File: config.mk
export PLATFORM = sky130hd
export DESIGN_NAME = sseg_scan_driver
export DESIGN_NICKNAME = d
export VERILOG_FILES = /design/src/rtl/sseg_scan_driver.sv
export SDC_FILE = /design/constraint.sdc
export NUM_CORES = 1
export LEC_CHECK = 0
export CORE_UTILIZATION = 49
export DETAILED_ROUTE_END_ITERATION = 8
export MAX_ROUTING_LAYER = met4
export PLACE_DENSITY_LB_ADDON = 0.12
export SYNTH_ARGS = -nofsm -noshare
export SYNTH_HDL_FRONTEND = slang
export SYNTH_SLANG_ARGS = --single-unit
File: constraint.sdc
create_clock -name clk -period 4.8 [get_ports clk]
set_clock_uncertainty 0.15 [all_clocks]
set_input_delay 0.72 -clock clk [delete_from_list [all_inputs] [get_ports clk]]
set_output_delay 0.72 -clock clk [all_outputs]
set_load 0.02 [all_outputs]
File: src/rtl/sseg_scan_driver.sv
// Time-multiplexed seven-segment driver: scans DIGITS digits with PWM brightness,
// per-digit blanking, leading-zero suppression and frame-synchronous input capture.
module sseg_scan_driver #(
  parameter int DIGITS     = 8,
  parameter int PRESCALE   = 100000,
  parameter int ACTIVE_LOW = 1
) (
  input  logic                  clk,
  input  logic                  reset,
  input  logic                  enable,
  input  logic [4*DIGITS-1:0]   hex_in,
  input  logic [DIGITS-1:0]     dp_in,
  input  logic [DIGITS-1:0]     blank,
  input  logic                  lz_suppress,
  input  logic [3:0]            brightness,
  output logic [6:0]            SSEG,
  output logic [DIGITS-1:0]     AN,
  output logic                  DP,
  output logic                  frame_tick
);

  localparam int   SUB_N = PRESCALE / 16;
  localparam int   SUB_W = (SUB_N > 1) ? $clog2(SUB_N) : 1;
  localparam int   IDX_W = $clog2(DIGITS);
  localparam logic INV   = (ACTIVE_LOW != 0);

  function automatic logic [6:0] glyph(input logic [3:0] v);
    case (v)
      4'h0: glyph = 7'h3F;  4'h1: glyph = 7'h06;  4'h2: glyph = 7'h5B;  4'h3: glyph = 7'h4F;
      4'h4: glyph = 7'h66;  4'h5: glyph = 7'h6D;  4'h6: glyph = 7'h7D;  4'h7: glyph = 7'h07;
      4'h8: glyph = 7'h7F;  4'h9: glyph = 7'h6F;  4'hA: glyph = 7'h77;  4'hB: glyph = 7'h7C;
      4'hC: glyph = 7'h39;  4'hD: glyph = 7'h5E;  4'hE: glyph = 7'h79;  default: glyph = 7'h71;
    endcase
  endfunction

  logic [SUB_W-1:0]    sub_q, sub_d;
  logic [3:0]          slot_q, slot_d;
  logic [IDX_W-1:0]    idx_q, idx_d;
  logic                new_frame_q, new_frame_d;
  logic                sub_wrap, slot_wrap, idx_wrap, capture;

  logic [4*DIGITS-1:0] shd_hex_q, hex_e;
  logic [DIGITS-1:0]   shd_dp_q, dp_e;
  logic [DIGITS-1:0]   shd_blank_q, blank_e;
  logic                shd_lz_q, lz_e;
  logic [3:0]          shd_br_q, br_e;

  logic [DIGITS-1:0]   sup;
  logic                run;
  logic [3:0]          cur_val;
  logic                lit;
  logic [DIGITS-1:0]   an_d, an_q;
  logic [6:0]          sseg_d, sseg_q;
  logic                dp_d, dp_q, ft_q;

  // new_frame_q marks a pending frame start; it is consumed only on an enabled cycle
  always_comb begin
    sub_wrap    = (sub_q == SUB_W'(SUB_N - 1));
    slot_wrap   = sub_wrap && (slot_q == 4'd15);
    idx_wrap    = slot_wrap && (idx_q == IDX_W'(DIGITS - 1));
    capture     = enable && new_frame_q;
    sub_d       = sub_q;
    slot_d      = slot_q;
    idx_d       = idx_q;
    new_frame_d = new_frame_q;
    if (enable) begin
      sub_d = sub_wrap ? '0 : sub_q + SUB_W'(1);
      if (sub_wrap)  slot_d = slot_q + 4'd1;
      if (slot_wrap) idx_d  = idx_wrap ? '0 : idx_q + IDX_W'(1);
      if (capture)       new_frame_d = 1'b0;
      else if (idx_wrap) new_frame_d = 1'b1;
    end
  end

  always_ff @(posedge clk) begin
    if (reset) begin
      sub_q       <= '0;
      slot_q      <= '0;
      idx_q       <= '0;
      new_frame_q <= 1'b1;
    end else begin
      sub_q       <= sub_d;
      slot_q      <= slot_d;
      idx_q       <= idx_d;
      new_frame_q <= new_frame_d;
    end
  end

  always_ff @(posedge clk) begin
    if (capture) begin
      shd_hex_q   <= hex_in;
      shd_dp_q    <= dp_in;
      shd_blank_q <= blank;
      shd_lz_q    <= lz_suppress;
      shd_br_q    <= brightness;
    end
  end

  // On the capture cycle the fresh inputs are used directly so slot 0 of digit 0 is not stale
  always_comb begin
    hex_e   = capture ? hex_in      : shd_hex_q;
    dp_e    = capture ? dp_in       : shd_dp_q;
    blank_e = capture ? blank       : shd_blank_q;
    lz_e    = capture ? lz_suppress : shd_lz_q;
    br_e    = capture ? brightness  : shd_br_q;
    sup     = '0;
    run     = 1'b1;
    for (int i = DIGITS - 1; i >= 1; i--) begin
      run    = run & (hex_e[4*i +: 4] == 4'd0) & ~dp_e[i];
      sup[i] = run & lz_e;
    end
    cur_val = hex_e[4*idx_q +: 4];
    lit     = enable && !blank_e[idx_q] && !sup[idx_q] && (slot_q < br_e);
    an_d    = lit ? (DIGITS'(1) << idx_q) : '0;
    sseg_d  = lit ? glyph(cur_val) : 7'd0;
    dp_d    = lit & dp_e[idx_q];
  end

  always_ff @(posedge clk) begin
    if (reset) begin
      an_q   <= {DIGITS{INV}};
      sseg_q <= {7{INV}};
      dp_q   <= INV;
      ft_q   <= 1'b0;
    end else begin
      an_q   <= an_d ^ {DIGITS{INV}};
      sseg_q <= sseg_d ^ {7{INV}};
      dp_q   <= dp_d ^ INV;
      ft_q   <= capture;
    end
  end

  assign AN         = an_q;
  assign SSEG       = sseg_q;
  assign DP         = dp_q;
  assign frame_tick = ft_q;

endmodule

After elaboration in Yosys (flattened, before gate mapping)

Memory sizes are Yosys's and may differ from the RTL's.
Cells that the tools add are included.

Register bits after elaboration: 91
Memory bits (read-only): 112
Input port bits: 56
Output and inout bits: 17
Word-level logic and storage cells: 91
Memories: 1

$add $sub $neg: 3
$lt $le $gt $ge: 2
Eq/ne operators: 3
Shift operators: 2
Mux-type cells: 17
Bitwise gates (word level): 31
Reductions and logical operators: 19

Memories:

| memory          | words | bits a word | read ports | clocked after Yosys merged registers in | write ports | line | source |
|---|---|---|---|---|---|---|---|
| (no name shown) | 16    | 7           | 1          | 0                                       | 0           | 28   | `case (v)` |

Operator list:

| operator                                                             | count |
|---|---|
| 32-bit two-way mux                                                   | 1 |
| 32-bit by 6-bit indexed part select with 4-bit output                | 1 |
| 4-bit logical NOT                                                    | 7 |
| 8-bit two-way mux                                                    | 3 |
| 1-bit AND                                                            | 21 |
| 13-bit by 1-bit adder with 13-bit output, second input constant      | 1 |
| 13-bit == test, second input constant                                | 1 |
| 13-bit two-way mux                                                   | 1 |
| 1-bit binary-select mux with 3-bit select                            | 3 |
| 1-bit NOT                                                            | 8 |
| 8-bit NOT                                                            | 1 |
| 1-bit by 3-bit left shift with 8-bit output, first input constant    | 1 |
| 7-bit two-way mux                                                    | 1 |
| 7-bit NOT                                                            | 1 |
| 1-bit logical AND                                                    | 6 |
| 1-bit two-way mux                                                    | 6 |
| 2-bit AND reduction                                                  | 3 |
| 4-bit by 1-bit adder with 4-bit output, second input constant        | 1 |
| 4-bit == test, second input constant                                 | 1 |
| 3-bit by 4-bit < comparator with 1-bit output, second input constant | 1 |
| 4-bit < comparator                                                   | 1 |
| 4-bit two-way mux                                                    | 1 |
| 3-bit by 1-bit adder with 3-bit output, second input constant        | 1 |
| 3-bit == test, second input constant                                 | 1 |
| 3 further kinds                                                      | 4 |

Logic depth before layout (Yosys ltp)

Depth in word-level cells: 24
Gate-level depth with buffers: 15
Mapped depth without buffers: 11

Worst setup path after synthesis

OpenSTA, ideal clock, no wires.

Path type: input to register
Start point: input port enable
End point: register an_q[4] (netlist: AN[4])
Setup time: 137 ps
Arrival: 3506 ps
Data required time: 4513 ps
Path slack: 1007 ps
Stages on the path: 15
Buffers on the path: 7
Cells stage by stage: buf_4 > nand2_4 > buf_6 > buf_4 > buf_2 > buf_2 > clkbuf_1 > mux2i_1 > ha_1 > nor3_1 > a211oi_1 > nor4_4 > nor4b_4 > buf_6 > nand3_1

Word-level cells in the longest chain between the ends: 24
Elaborated cells on any way between the ends: 52
Classes of those cells: order compare: 1; mux: 10; bitwise: 28; reduce/logical: 13

RTL lines:

| item                                                    | line | source |
|---|---|---|
| start, declared                                         | 10   | `input logic enable,` |
| 1-bit logical AND                                       | 61   | `capture = enable && new_frame_q;` |
| 32-bit two-way mux or 8-bit two-way mux (tied branches) | -    |  |
| 4-bit logical NOT or 1-bit NOT (tied branches)          | 109  | `run = run & (hex_e[4*i +: 4] == 4'd0) & ~dp_e[i];` |
| 1-bit AND (13 in series)                                | 109  |  |
| 1-bit AND                                               | 110  | `sup[i] = run & lz_e;` |
| 1-bit binary-select mux with 3-bit select               | 113  | `lit = enable && !blank_e[idx_q] && !sup[idx_q] && (slot_q < br_e);` |
| 1-bit two-way mux (implied by the code)                 | 113  |  |
| 1-bit logical NOT                                       | 113  |  |
| 1-bit logical AND                                       | 113  |  |
| 1-bit logical AND *                                     | 113  |  |
| 8-bit two-way mux *                                     | 114  | `an_d = lit ? (DIGITS'(1) << idx_q) : '0;` |
| 8-bit NOT (no source line) *                            | -    |  |
| end signal, assigned                                    | 121  | `an_q <= {DIGITS{INV}};` |
| end signal, assigned                                    | 126  | `an_q <= an_d ^ {DIGITS{INV}};` |
| end, declared                                           | 52   | `logic [DIGITS-1:0] an_d, an_q;` |

Mark *: on every way between the ends. The rest lies on a longest branch, timed or not. The select of a mux whose other input is x is not followed.
A chain may end at the register's enable or synchronous reset.

Worst setup path in the final report

Start point: input port enable
End point: register sseg_q[0] (netlist: SSEG[0])

Elaborated cells on any way between the ends: 54
Classes of those cells: order compare: 1; shift: 1; mux: 10; bitwise: 28; reduce/logical: 13; memory: 1

RTL lines:

| item                                      | line | source |
|---|---|---|
| 1-bit logical AND *                       | 61   |  |
| 32-bit two-way mux *                      | -    |  |
| net hex_e[13]                             | 42   | `logic [4*DIGITS-1:0] shd_hex_q, hex_e;` |
| 4-bit logical NOT                         | 109  |  |
| 1-bit AND (6 in series)                   | 109  |  |
| 1-bit AND                                 | 110  |  |
| 1-bit binary-select mux with 3-bit select | 113  |  |
| 1-bit two-way mux (implied by the code)   | 113  |  |
| 1-bit logical NOT                         | 113  |  |
| 1-bit logical AND (2 in series)           | 113  |  |
| 7-bit two-way mux *                       | 115  | `sseg_d = lit ? glyph(cur_val) : 7'd0;` |
| 7-bit NOT (no source line) *              | -    |  |
| end signal, assigned                      | 122  | `sseg_q <= {7{INV}};` |
| end signal, assigned                      | 127  | `sseg_q <= sseg_d ^ {7{INV}};` |
| end, declared                             | 53   | `logic [6:0] sseg_d, sseg_q;` |

The timed path passes the listed nets; every way through them passes the cells marked *. The select of a mux whose other input is x is not followed.

==> impl_metrics.json <==
{
  "hp-class": "reg -> reg",
  "cts_tree": "yes",
  "drt-pass1-iter-count": 5,
  "status": "finished, final reports clean",
  "grt_pass1_wl_um": 16540,
  "final_common_cell": "dfxtp_1",
  "layout-drive-gt1-share_pct": 14.26,
  "syn_area_mm2": 0.004377,
  "io_buffers": 72,
  "irDropWorstVdd_v": 0.0001632,
  "overflow": 0,
  "fill_cells": 799,
  "drt_drc_violations_left": 0,
  "totalPowerFinal_mw": 1.811,
  "ioPinCount": 73,
  "antenna_left": 0,
  "vias": 3654,
  "fin_nets": 609,
  "synth_nets": 542,
  "leakage_nw": 2.211,
  "hpwl_um": 7533,
  "first_global_vias": 3436,
  "die-area_mm2": 0.009314,
  "die_h_um": 96.51,
  "min_period_ns": 3.762,
  "root_buffer": "clkbuf_8",
  "worstMarginPinSlew_ns": 0.9360,
  "h-tree-depth": 3,
  "fp.dieW_um": 96.51,
  "cts.clk_slew.worst_paths_ns": 0.09,
  "cp-end-kind": "flop",
  "synth_ff_type": "dfxtp_1",
  "synthCells": 468,
  "routed_wl_um": 10390,
  "antennaDiodeCount": 0,
  "maxCapViolCount": 0,
  "grt_max_degree": 38,
  "async_flop_share_pct": 0,
  "synth.distinct_cells": 60,
  "critPathLaunchType": "primary input",
  "finalCritPeriodShare_pct": 78.38,
  "track_usage_pct": 24.29,
  "regArea_mm2": 0.001822,
  "powerDensity_mw_per_mm2": 333.4,
  "multi_input_area_mm2": 0.002390,
  "timing.fmax_mhz": 265.8,
  "cts_buffer_depth": 2,
  "insertion_delay_ns": 0.35,
  "finalSetupViolations": 0,
  "hold_violations": 0,
  "critical_path_arrival_ns": 3.82,
  "cts_setup_buffers": 0,
  "crit_required_ns": 4.86,
  "tns_ns": 0,
  "avgSynthCellArea_um2": 9.352,
  "placementRows": 34,
  "start_util_pct": 50.43,
  "drv_slew": 0,
  "slew_headroom_pct": 36.78,
  "synth-edff-count": 0,
  "antenna_found_initial": 0,
  "ys_seq_area_share_pct": 41.62,
  "vias_per_cell": 5.639,
  "crit_type": "in -> reg",
  "cts_sinks": 91,
  "ctsResizeCount": 0,
  "layout_common_cells": "91 x dfxtp_1, 90 x nand2_1, 72 x clkdlybuf4s50_1",
  "syn_to_final_growth_pct": 24.10,
  "wl_per_cell_um": 16.04,
  "yosys_warnings": 0,
  "numCtsBuffers": 9,
  "critPathMaxFanout": 37,
  "drt-initial-drc-count": 163,
  "place.gp.congestion": 0.8467,
  "cts_hold_buf": 0,
  "synth_seq_cells": 91,
  "coreArea_mm2": 0.008678,
  "rsz0062_at_grt": "no"
}
==> metal layers <==
layer	up-vias	GRT usage (%)	share of wire, %
met3	7	4.930	5.1
met1	1751	31.36	47
met2	96	39.32	47
met5	-	-	0
met4	0	5.515	0.70
li1	1800	-	-
==> sequential cells by signal, summed over array words and instances, names as in the netlist <==
register / count
shd_hex_q: 32
shd_blank_q: 8
shd_dp_q: 8
shd_lz_q: 1
sub_q: 13
slot_q: 4
AN: 8
frame_tick: 1
idx_q: 3
shd_br_q: 4
DP: 1
SSEG: 7
new_frame_q: 1
==> stage by stage <==
stage	hold slack [ns]	worst slack, ns	instance area [um^2]	util [%]	instances
after detailed placement	0.2857	0.6300	5189	59.79	632
final	0.3001	1.038	5431	62.59	648
after floorplan	0.2634	1.007	4377	-	468
after CTS	0.3033	1.010	5431	62.59	648
after global routing	0.3244	0.7567	5431	62.59	648
after global placement	0.2820	0.7230	5189	59.79	632
==> cells in the mapped netlist (3+ instances only) <==
| cell | n | area share, % |
|---|---|---|
| dfxtp_1 | 91 | 42 |
| nand2_1 | 90 | 7.7 |
| mux2_2 | 34 | 8.7 |
| nor2_1 | 30 | 2.6 |
| ha_1 | 18 | 5.1 |
| a21oi_1 | 15 | 1.7 |
| clkbuf_1 | 13 | 1.1 |
| inv_1 | 13 | 1.1 |
| mux2i_1 | 10 | 2.3 |
| nand3_1 | 10 | 1.1 |
| nor3_1 | 10 | 1.1 |
| o21ai_0 | 10 | 1.1 |
| xor2_1 | 10 | 2.0 |
| or3_1 | 9 | 1.3 |
| mux4_2 | 8 | 4.1 |
| nand4_1 | 8 | 1.1 |
| nor4_1 | 8 | 1.1 |
| and3_1 | 7 | 1.0 |
| buf_2 | 5 | 0.57 |
| a211oi_1 | 4 | 0.69 |
| a21o_1 | 4 | 0.69 |
| o211ai_1 | 4 | 0.69 |
| or4_1 | 4 | 0.69 |
| a31oi_1 | 3 | 0.43 |
| o221ai_1 | 3 | 0.60 |
| o22ai_1 | 3 | 0.43 |
| or2_2 | 3 | 0.43 |
| xnor2_1 | 3 | 0.60 |
==> power breakdown <==
part	switching, mW	internal [mW]	leakage [nW]	total [mW]
combinational	0.155	0.165	1.34	0.320
clock	0.264	0.361	0.117	0.625
sequential	0.0365	0.829	0.755	0.866
==> layout make-up <==
class                      count  area share, %
multi-input combinational    339          44.00
sequential                    91          33.54
timing repair buffer          79          14.47
clock buffer                  12          2.672
tap                          108          2.488
clock inverter                 4          1.797
inverter                      15          1.037
==> kinds of logic after synthesis <==
| kind of cell | count (synthesis) | synth area share (%) |
|---|---|---|
| adder cells (fa/ha/maj) | 18 | 5.146 |
| XOR/XNOR | 13 | 2.602 |
| AND/OR/NAND/NOR | 193 | 21.67 |
| AO/OA/AOI/OAI | 63 | 9.892 |
| flip-flops | 91 | 41.62 |
| buffers and inverters | 38 | 3.916 |
| multiplexers | 52 | 15.15 |
==> worst max-delay path: stages <==
cell and delay, ns:
clkdlybuf4s50_1 0.46, nand2_4 0.38, buf_12 0.27, mux2_2 0.37, mux2_2 0.27, mux2i_1 0.13
o21ai_0 0.29, ha_1 0.35, or3_1 0.39, o221ai_1 0.09, nand2_1 0.07
==> final timing paths <==
kind / startpoint / endpoint / slack, ns / depth (start not counted)
worst min register to register: shd_dp_q[0] / shd_dp_q[0] / 0.30 / 2
worst min-delay path: shd_dp_q[0] / shd_dp_q[0] / 0.30 / 2
worst max-delay path: enable / SSEG[0] / 1.04 / 11
worst max register to register: new_frame_q / SSEG[4] / 1.21 / 12
(Power assumes the default switching activity.)
